## src/rtl/fifo_rd_req_to_vr_adapter.sv

```systemverilog
// fifo_rd_req_to_vr_adapter
// Turns a request-style FIFO read port (data one cycle after the request)
// into a valid/ready stream through a small circular buffer.
// Requests are credit-limited, so a stalled consumer never causes a returned
// word to be lost.
// Optional statistics counters: define FIFO_RD_ADP_STAT_EN.
module fifo_rd_req_to_vr_adapter #(
    parameter int DATA_WD  = 32,
    parameter int BUF_SIZE = 2,
    parameter int CNT_WD   = 16
) (
    input  logic                             clk,
    input  logic                             rstn,
    input  logic                             clr_i,
    input  logic                             fifo_rd_ept_i,
    output logic                             fifo_rd_val_o,
    input  logic                             fifo_rd_val_i,
    input  logic [DATA_WD-1:0]               fifo_rd_dat_i,
    output logic                             m_val_o,
    output logic [DATA_WD-1:0]               m_dat_o,
    input  logic                             m_rdy_i,
    output logic [$clog2(BUF_SIZE+1)-1:0]    buf_usd_o,
    output logic [CNT_WD-1:0]                stat_cnt_o,
    output logic [CNT_WD-1:0]                stat_stl_o
);

    localparam int CW = $clog2(BUF_SIZE + 1);
    localparam int PW = (BUF_SIZE > 1) ? $clog2(BUF_SIZE) : 1;
    localparam logic [PW-1:0] PTR_LAST = PW'(BUF_SIZE - 1);
    localparam logic [CW:0]   BUF_LIM  = (CW + 1)'(BUF_SIZE);

    logic [CW-1:0]      cnt_q, cnt_d;
    logic               infl_q, infl_d;
    logic [PW-1:0]      wp_q, wp_d;
    logic [PW-1:0]      rp_q, rp_d;
    logic [DATA_WD-1:0] mem_q [BUF_SIZE];

    logic               pop;
    logic               push;
    logic [CW:0]        credit;

    // Handshake terms, credit check and stream outputs
    always_comb begin
        m_val_o       = (cnt_q != '0) && !clr_i;
        pop           = m_val_o && m_rdy_i;
        push          = fifo_rd_val_i && !clr_i;
        // one bit wider than cnt_q: occupancy plus in-flight can reach BUF_SIZE+1
        credit        = {1'b0, cnt_q} + (CW + 1)'(infl_q) - (CW + 1)'(pop);
        fifo_rd_val_o = !clr_i && !fifo_rd_ept_i && (credit < BUF_LIM);
        m_dat_o       = mem_q[rp_q];
        buf_usd_o     = cnt_q;
    end

    // Next-state for pointers, occupancy and in-flight flag
    always_comb begin
        wp_d   = wp_q;
        rp_d   = rp_q;
        cnt_d  = cnt_q;
        infl_d = fifo_rd_val_o;
        if (clr_i) begin
            wp_d  = '0;
            rp_d  = '0;
            cnt_d = '0;
        end else begin
            if (push) begin
                wp_d = (wp_q == PTR_LAST) ? '0 : wp_q + PW'(1);
            end
            if (pop) begin
                rp_d = (rp_q == PTR_LAST) ? '0 : rp_q + PW'(1);
            end
            if (push && !pop) begin
                cnt_d = cnt_q + CW'(1);
            end else if (pop && !push) begin
                cnt_d = cnt_q - CW'(1);
            end
        end
    end

    // Control state registers
    always_ff @(posedge clk or negedge rstn) begin
        if (!rstn) begin
            cnt_q  <= '0;
            infl_q <= 1'b0;
            wp_q   <= '0;
            rp_q   <= '0;
        end else begin
            cnt_q  <= cnt_d;
            infl_q <= infl_d;
            wp_q   <= wp_d;
            rp_q   <= rp_d;
        end
    end

    // Buffer storage; reset only so that m_dat_o reads 0 while in reset
    always_ff @(posedge clk or negedge rstn) begin
        if (!rstn) begin
            for (int unsigned i = 0; i < BUF_SIZE; i++) begin
                mem_q[i] <= '0;
            end
        end else if (push) begin
            mem_q[wp_q] <= fifo_rd_dat_i;
        end
    end

`ifdef FIFO_RD_ADP_STAT_EN
    logic [CNT_WD-1:0] stat_cnt_q, stat_cnt_d;
    logic [CNT_WD-1:0] stat_stl_q, stat_stl_d;

    // Saturating beat and stall counters; clear wins over increment
    always_comb begin
        stat_cnt_d = stat_cnt_q;
        stat_stl_d = stat_stl_q;
        if (clr_i) begin
            stat_cnt_d = '0;
            stat_stl_d = '0;
        end else begin
            if (pop && (stat_cnt_q != '1)) begin
                stat_cnt_d = stat_cnt_q + CNT_WD'(1);
            end
            if (m_val_o && !m_rdy_i && (stat_stl_q != '1)) begin
                stat_stl_d = stat_stl_q + CNT_WD'(1);
            end
        end
    end

    // Statistics registers
    always_ff @(posedge clk or negedge rstn) begin
        if (!rstn) begin
            stat_cnt_q <= '0;
            stat_stl_q <= '0;
        end else begin
            stat_cnt_q <= stat_cnt_d;
            stat_stl_q <= stat_stl_d;
        end
    end

    assign stat_cnt_o = stat_cnt_q;
    assign stat_stl_o = stat_stl_q;
`else
    assign stat_cnt_o = '0;
    assign stat_stl_o = '0;
`endif

endmodule

```

## config.mk

```make
export PLATFORM = sky130hd
export DESIGN_NAME = fifo_rd_req_to_vr_adapter
export DESIGN_NICKNAME = d
export VERILOG_FILES = /design/src/rtl/fifo_rd_req_to_vr_adapter.sv
export SDC_FILE = /design/constraint.sdc
export NUM_CORES = 1
export LEC_CHECK = 0
export ABC_AREA = 0
export CORE_ASPECT_RATIO = 1.1
export CORE_MARGIN = 1
export CORE_UTILIZATION = 50
export CTS_CLUSTER_DIAMETER = 120
export CTS_CLUSTER_SIZE = 14
export DETAILED_ROUTE_END_ITERATION = 10
export GPL_ROUTABILITY_DRIVEN = 0
export PLACE_DENSITY = 0.87
export RECOVER_POWER = 50
export SLEW_MARGIN = 20
export SYNTH_ARGS = -nofsm -noshare
export SYNTH_HDL_FRONTEND = slang
export SYNTH_SLANG_ARGS = --single-unit
export TNS_END_PERCENT = 10
```

## constraint.sdc

```tcl
create_clock -name clk -period 6.5 [get_ports clk]
set_input_delay 1.625 -clock clk [delete_from_list [all_inputs] [get_ports clk]]
set_output_delay 1.625 -clock clk [all_outputs]
set_load 0.05 [all_outputs]
```

==> flow_metrics.env, run 1 <==
export IMPL_synth_top_cell_area_share_pct=51.8
export IMPL_seq_area_frac_synth_pct=51.8
export IMPL_cp_num_buf_inv=2
export IMPL_synth_area_per_cell_sq_um=14.2
export IMPL_wl_met1_microns=2330
export IMPL_synthTopCellsByArea="dfrtp_1 52%, mux2_2 32%, buf_4 7.2%"
export IMPL_clock_sinks=69
export IMPL_syn_inst=235
export IMPL_initial_utilization_pct=52.8
export IMPL_clock_latency_ps=320
export IMPL_violations="max-capacitance violations, max-slew violations"
export IMPL_fin_crit_ps=6210
export IMPL_cts_repair_resized=0
export IMPL_critPathCaptureType="primary output"
export IMPL_num_rows=30
export IMPL_clockBufferDepth=2
export IMPL_drtIter0Drc=87
export IMPL_fmaxAchievable_mhz=161
export IMPL_slew_headroom_pct=-136
export IMPL_dp_slack_ps=282
export IMPL_cap_violations=2
export IMPL_clk_pin_slew_ps=70
export IMPL_dieHeight_microns=87.6
export IMPL_worstHoldStart="mem_q[36]$_DFFE_PN0P_"
export IMPL_worstPathArrival_ps=4580
export IMPL_port_buffers=73
export IMPL_worstMarginPinSlew_ps=3540
export IMPL_max_stage_delay_ps=860
export IMPL_grt_pass1_vias=2096
export IMPL_critPathLaunchType="primary input"
export IMPL_cts_made_buffers=9
export IMPL_crit_start="clr_i"
export IMPL_place_inst=379
export IMPL_dp_hpwl_microns=3700
export IMPL_final_cell_area_sq_um=4140
export IMPL_dr_max_layer_used="met4"
export IMPL_grt_pass1_wl_microns=9430
export IMPL_fin_setup_tns_ps=0
export IMPL_layout_common_cells="94 x mux2_2, 69 x dfrtp_1, 68 x clkdlybuf4s50_1"
export IMPL_crit_family="buffers and inverters"
export IMPL_pin_count=106
export IMPL_timing_rr_start="wp_q$_DFFE_PN0P_"
export IMPL_cts_tree="built"
export IMPL_ys_warnings_count=0
export IMPL_whs_ps=484
export IMPL_dr_wl_met2_microns=2780
export IMPL_viasPerCell=4.94
export IMPL_cts_root_buf="clkbuf_8"
export IMPL_cts_setup_buffers=0
export IMPL_place_area_sq_um=3970
export IMPL_yosysTopAreaCell="dfrtp_1"
export IMPL_wl_microns=5500
export IMPL_dr_pass1_iters=2
export IMPL_rsz0062_at_grt="no"
export IMPL_power_density_nw_per_um2=350
export IMPL_status="finished with violations"
export IMPL_cp_required_ps=4880
export IMPL_area_delta_synth_final_pct=24.2
export IMPL_nNetsFinal=350
export IMPL_finalHoldViolations=0
export IMPL_postLayoutCoreUtil_pct=65.6
export IMPL_syn_cell_area_sq_um=3330
export IMPL_n_antenna_cell=0
export IMPL_worst_setup_path_type="primary input to primary output"
export IMPL_vias=1940
export IMPL_crit_top_cell="clkdlybuf4s50_1"
export IMPL_ir_drop_uv=226
export IMPL_grt_use_total_pct=17.7
export IMPL_p_leak_nw=1.79
export IMPL_cp_max_fo=8
export IMPL_synth_seq_cells=69
export IMPL_final_cells=393
export IMPL_crit_chain="clkdlybuf4s50_1 -> nor2_1 -> and2_1 -> ha_1 -> nand2b_1 -> fa_1 -> xor2_1 -> nor4b_2 -> clkdlybuf4s50_1"
export IMPL_gr_total_overflow=0
export IMPL_drc_errors=0
export IMPL_wl_per_cell_microns=14.0
export IMPL_setup_ws_ps=294
export IMPL_power_mw=1.45
export IMPL_final_max_slew_viol_count=103
export IMPL_final_setup_viol_count=0
export IMPL_postCtsHoldBufs=0
export IMPL_antenna_found_initial=0
export IMPL_synthDistinctLibCells=27
export IMPL_wl_met3_microns=323
export IMPL_drive_gt1_share_pct=35.5
export IMPL_cts_max_level=3
export IMPL_dieWidth_microns=79.8
export IMPL_skew_ps=5.61
export IMPL_die_area_sq_um=6990
export IMPL_fin_crit_sh_pct=95.5
export IMPL_final_common_cell="mux2_2"
export IMPL_ant_nets=0
export IMPL_holdCritPathClass="register to register"
export IMPL_cp_slowest_cell="clkdlybuf4s50_1"
export IMPL_grt_max_degree=70
export IMPL_core_region_area_sq_um=6310
==> synth_stat cells (all sizes together) <==
cell type and number:
inv 1, o21ai 2, dfrtp 69, xor2 2, xnor2 1, fa 1
and3b 1, buf 41, and3 1, ha 1, nor4b 1, a21oi 1
clkbuf 1, nor4 1, nand2b 3, nor2b 1, nor2 7, and2 1
mux2 96, conb 1, o31ai 1, nand3b 1
==> cell families (layout without fill, tap and decap cells) <==
group / after synthesis / count (layout) / share of synthesized area [%]
muxes: 96 / 96 / 32.4
DFF: 69 / 69 / 51.8
buffers and inverters: 43 / 90 / 9.91
and+or+nand+nor: 17 / 17 / 3.27
AOI/OAI and AO/OA: 4 / 4 / 0.676
xor gates and xnor gates: 3 / 3 / 0.789
adders and majority gates: 2 / 2 / 0.976
other: 1 / 32 / 0.113
==> state kept, by name (all words and copies together) (netlist names) <==
| name | cells |
|---|---|
| infl_q | 1 |
| rp_q | 1 |
| mem_q | 64 |
| buf_usd_o | 2 |
| wp_q | 1 |
==> final cells by class <==
type	instances	area [sq um]
Clock inverter	2	35.0
Tap cell	80	100
Timing Repair Buffer	75	737
Sequential cell	69	1730
Inverter	1	3.75
Multi-Input combinational cell	154	1390
Fill cell	500	2170
Clock buffer	12	145
==> report_power, final <==
group	leakage (nW)	switching [mW]	internal (mW)
Clock	0.0923	0.139	0.183
Sequential	0.826	0.0497	0.534
Combinational	0.867	0.313	0.229
==> layer usage <==
| metal | GRT usage (%) | up-vias |
|---|---|---|
| li1 | - | 901 |
| met1 | 22.0 | 965 |
| met2 | 30.1 | 66 |
| met3 | 4.06 | 8 |
| met4 | 6.82 | 0 |
| met5 | 0 | - |
==> worst paths after layout <==
path,to,slack (ps),cells past startpoint
setup / recovery,fifo_rd_val_o,290,9
min in group asynchronous,mem_q[2]$_DFFE_PN0P_,2590,2
max in group asynchronous,mem_q[53]$_DFFE_PN0P_,1900,2
hold / removal,mem_q[36]$_DFFE_PN0P_,480,1
setup reg to reg,mem_q[54]$_DFFE_PN0P_,3460,2
hold reg to reg,mem_q[36]$_DFFE_PN0P_,480,1
==> worst reg2reg max path: cells and delay by family (launching register included) <==
family	cells	cell delay (ps)
flops	1	420
mux	1	490
simple gates	1	2010
Power figures use the tool's default switching activity.
==> run 2, diff against run 1 <==
--- a/config.mk
+++ b/config.mk
@@ -15,6 +15,7 @@
 export GPL_ROUTABILITY_DRIVEN = 0
 export PLACE_DENSITY = 0.87
 export RECOVER_POWER = 50
+export SKIP_LAST_GASP = 1
 export SLEW_MARGIN = 20
 export SYNTH_ARGS = -nofsm -noshare
 export SYNTH_HDL_FRONTEND = slang
==> results of run 2 <==
Final layout, timing and power as in run 1 (identical DEF).
==> run 3, diff against run 2 <==
--- a/config.mk
+++ b/config.mk
@@ -8,12 +8,12 @@
 export ABC_AREA = 0
 export CORE_ASPECT_RATIO = 1.1
 export CORE_MARGIN = 1
-export CORE_UTILIZATION = 50
+export CORE_UTILIZATION = 45
 export CTS_CLUSTER_DIAMETER = 120
 export CTS_CLUSTER_SIZE = 14
 export DETAILED_ROUTE_END_ITERATION = 10
 export GPL_ROUTABILITY_DRIVEN = 0
-export PLACE_DENSITY = 0.87
+export PLACE_DENSITY = 0.8
 export RECOVER_POWER = 50
 export SKIP_LAST_GASP = 1
 export SLEW_MARGIN = 20
==> flow_metrics.env, run 3 (same netlist as run 1, synthesis figures left out) <==
export IMPL_clock_sinks=69
export IMPL_viasPerCell=4.84
export IMPL_final_cells=398
export IMPL_violations="design-rule violations, max-capacitance violations, max-slew violations"
export IMPL_nNetsFinal=350
export IMPL_antenna_found_initial=0
export IMPL_gr_total_overflow=0
export IMPL_place_inst=384
export IMPL_final_setup_viol_count=0
export IMPL_layout_common_cells="94 x mux2_2, 69 x dfrtp_1, 68 x clkdlybuf4s50_1"
export IMPL_num_rows=32
export IMPL_critPathCaptureType="primary output"
export IMPL_n_antenna_cell=0
export IMPL_grt_pass1_wl_microns=9380
export IMPL_cp_max_fo=8
export IMPL_place_area_sq_um=3980
export IMPL_wl_microns=5620
export IMPL_dr_pass1_iters=7
export IMPL_drtIter0Drc=89
export IMPL_setup_ws_ps=343
export IMPL_initial_utilization_pct=47.0
export IMPL_rsz0062_at_grt="no"
export IMPL_status="finished with violations"
export IMPL_cts_max_level=3
export IMPL_drc_errors=14
export IMPL_crit_chain="clkdlybuf4s50_1 -> nor2_1 -> and2_1 -> ha_1 -> nand2b_1 -> fa_1 -> xor2_1 -> nor4b_2 -> clkdlybuf4s50_1"
export IMPL_final_cell_area_sq_um=4160
export IMPL_cp_required_ps=4880
export IMPL_drive_gt1_share_pct=35.1
export IMPL_slew_headroom_pct=-91.3
export IMPL_die_area_sq_um=7750
export IMPL_wl_met3_microns=381
export IMPL_cts_tree="built"
export IMPL_max_stage_delay_ps=850
export IMPL_dieHeight_microns=92.2
export IMPL_dp_slack_ps=321
export IMPL_fin_crit_sh_pct=94.7
export IMPL_top_register="mem_q"
export IMPL_clk_pin_slew_ps=60
export IMPL_critPathLaunchType="primary input"
export IMPL_fmaxAchievable_mhz=162
export IMPL_power_mw=1.47
export IMPL_holdCritPathClass="register to register"
export IMPL_cts_setup_buffers=0
export IMPL_dr_wl_met2_microns=2820
export IMPL_worstMarginPinSlew_ps=2870
export IMPL_postCtsHoldBufs=0
export IMPL_port_buffers=73
export IMPL_largest_reg_flops=64
export IMPL_clockBufferDepth=2
export IMPL_skew_ps=2.93
export IMPL_worstPathArrival_ps=4530
export IMPL_final_max_slew_viol_count=122
export IMPL_grt_use_total_pct=15.8
export IMPL_clock_latency_ps=330
export IMPL_power_density_nw_per_um2=354
export IMPL_fin_crit_ps=6160
export IMPL_dieWidth_microns=84.0
export IMPL_final_common_cell="mux2_2"
export IMPL_grt_max_degree=56
export IMPL_cts_repair_resized=0
export IMPL_finalHoldViolations=0
export IMPL_worst_setup_path_type="primary input to primary output"
export IMPL_wl_met1_microns=2360
export IMPL_ant_nets=0
export IMPL_dr_max_layer_used="met4"
export IMPL_crit_top_cell="clkdlybuf4s50_1"
export IMPL_cp_slowest_cell="clkdlybuf4s50_1"
export IMPL_core_region_area_sq_um=7090
export IMPL_crit_family="buffers and inverters"
export IMPL_cts_root_buf="clkbuf_8"
export IMPL_vias=1925
export IMPL_cap_violations=3
export IMPL_cts_made_buffers=9
export IMPL_pin_count=106
export IMPL_dp_hpwl_microns=3750
export IMPL_cp_num_buf_inv=2
export IMPL_p_leak_nw=1.79
export IMPL_ir_drop_uv=226
export IMPL_area_delta_synth_final_pct=24.8
export IMPL_fin_setup_tns_ps=0
export IMPL_grt_pass1_vias=2041
export IMPL_wl_per_cell_microns=14.1
[run 3: metal layers]
metal,GRT usage (%),vias up
met4,5.17,0
li1,-,899
met5,0,-
met3,6.57,7
met2,27.5,61
met1,17.3,958
[run 3: path summary, 6_finish.rpt]
check / startpoint / end / slack [ps] / cells past startpoint
setup / recovery: clr_i / fifo_rd_val_o / 340 / 9
hold / removal: mem_q[36]$_DFFE_PN0P_ / mem_q[36]$_DFFE_PN0P_ / 490 / 1
setup reg to reg: wp_q$_DFFE_PN0P_ / mem_q[38]$_DFFE_PN0P_ / 3400 / 2
hold reg to reg: mem_q[36]$_DFFE_PN0P_ / mem_q[36]$_DFFE_PN0P_ / 490 / 1
max in group asynchronous: rstn / mem_q[31]$_DFFE_PN0P_ / 2000 / 2
min in group asynchronous: rstn / mem_q[36]$_DFFE_PN0P_ / 1340 / 1
[run 3: layout make-up]
type                            count  area (sq um)
Fill cell                         610          2930
Sequential cell                    69          1730
Multi-Input combinational cell    154          1390
Timing Repair Buffer               75           736
Clock buffer                       13           169
Tap cell                           85           106
Clock inverter                      1          30.0
Inverter                            1          3.75
[run 3: report_power, final]
part / internal (mW) / total (mW) / leakage, nW / switching [mW]
clock: 0.205 / 0.345 / 0.102 / 0.140
combinational: 0.229 / 0.542 / 0.858 / 0.313
sequential: 0.534 / 0.583 / 0.826 / 0.0491
[run 3: worst register-to-register path, stage by stage (launching register included)]
cell and delay (ps):
dfrtp_1 400, nor2_1 2080, mux2_2 500
[run 3: metrics by stage]
| step | hold slack, ps | util [%] |
|---|---|---|
| floorplan | 454 | - |
| global placement | 465 | 56.1 |
| detailed placement | 473 | 56.1 |
| CTS | 490 | 58.9 |
| global route | 509 | 58.7 |
| finish | 486 | 58.7 |
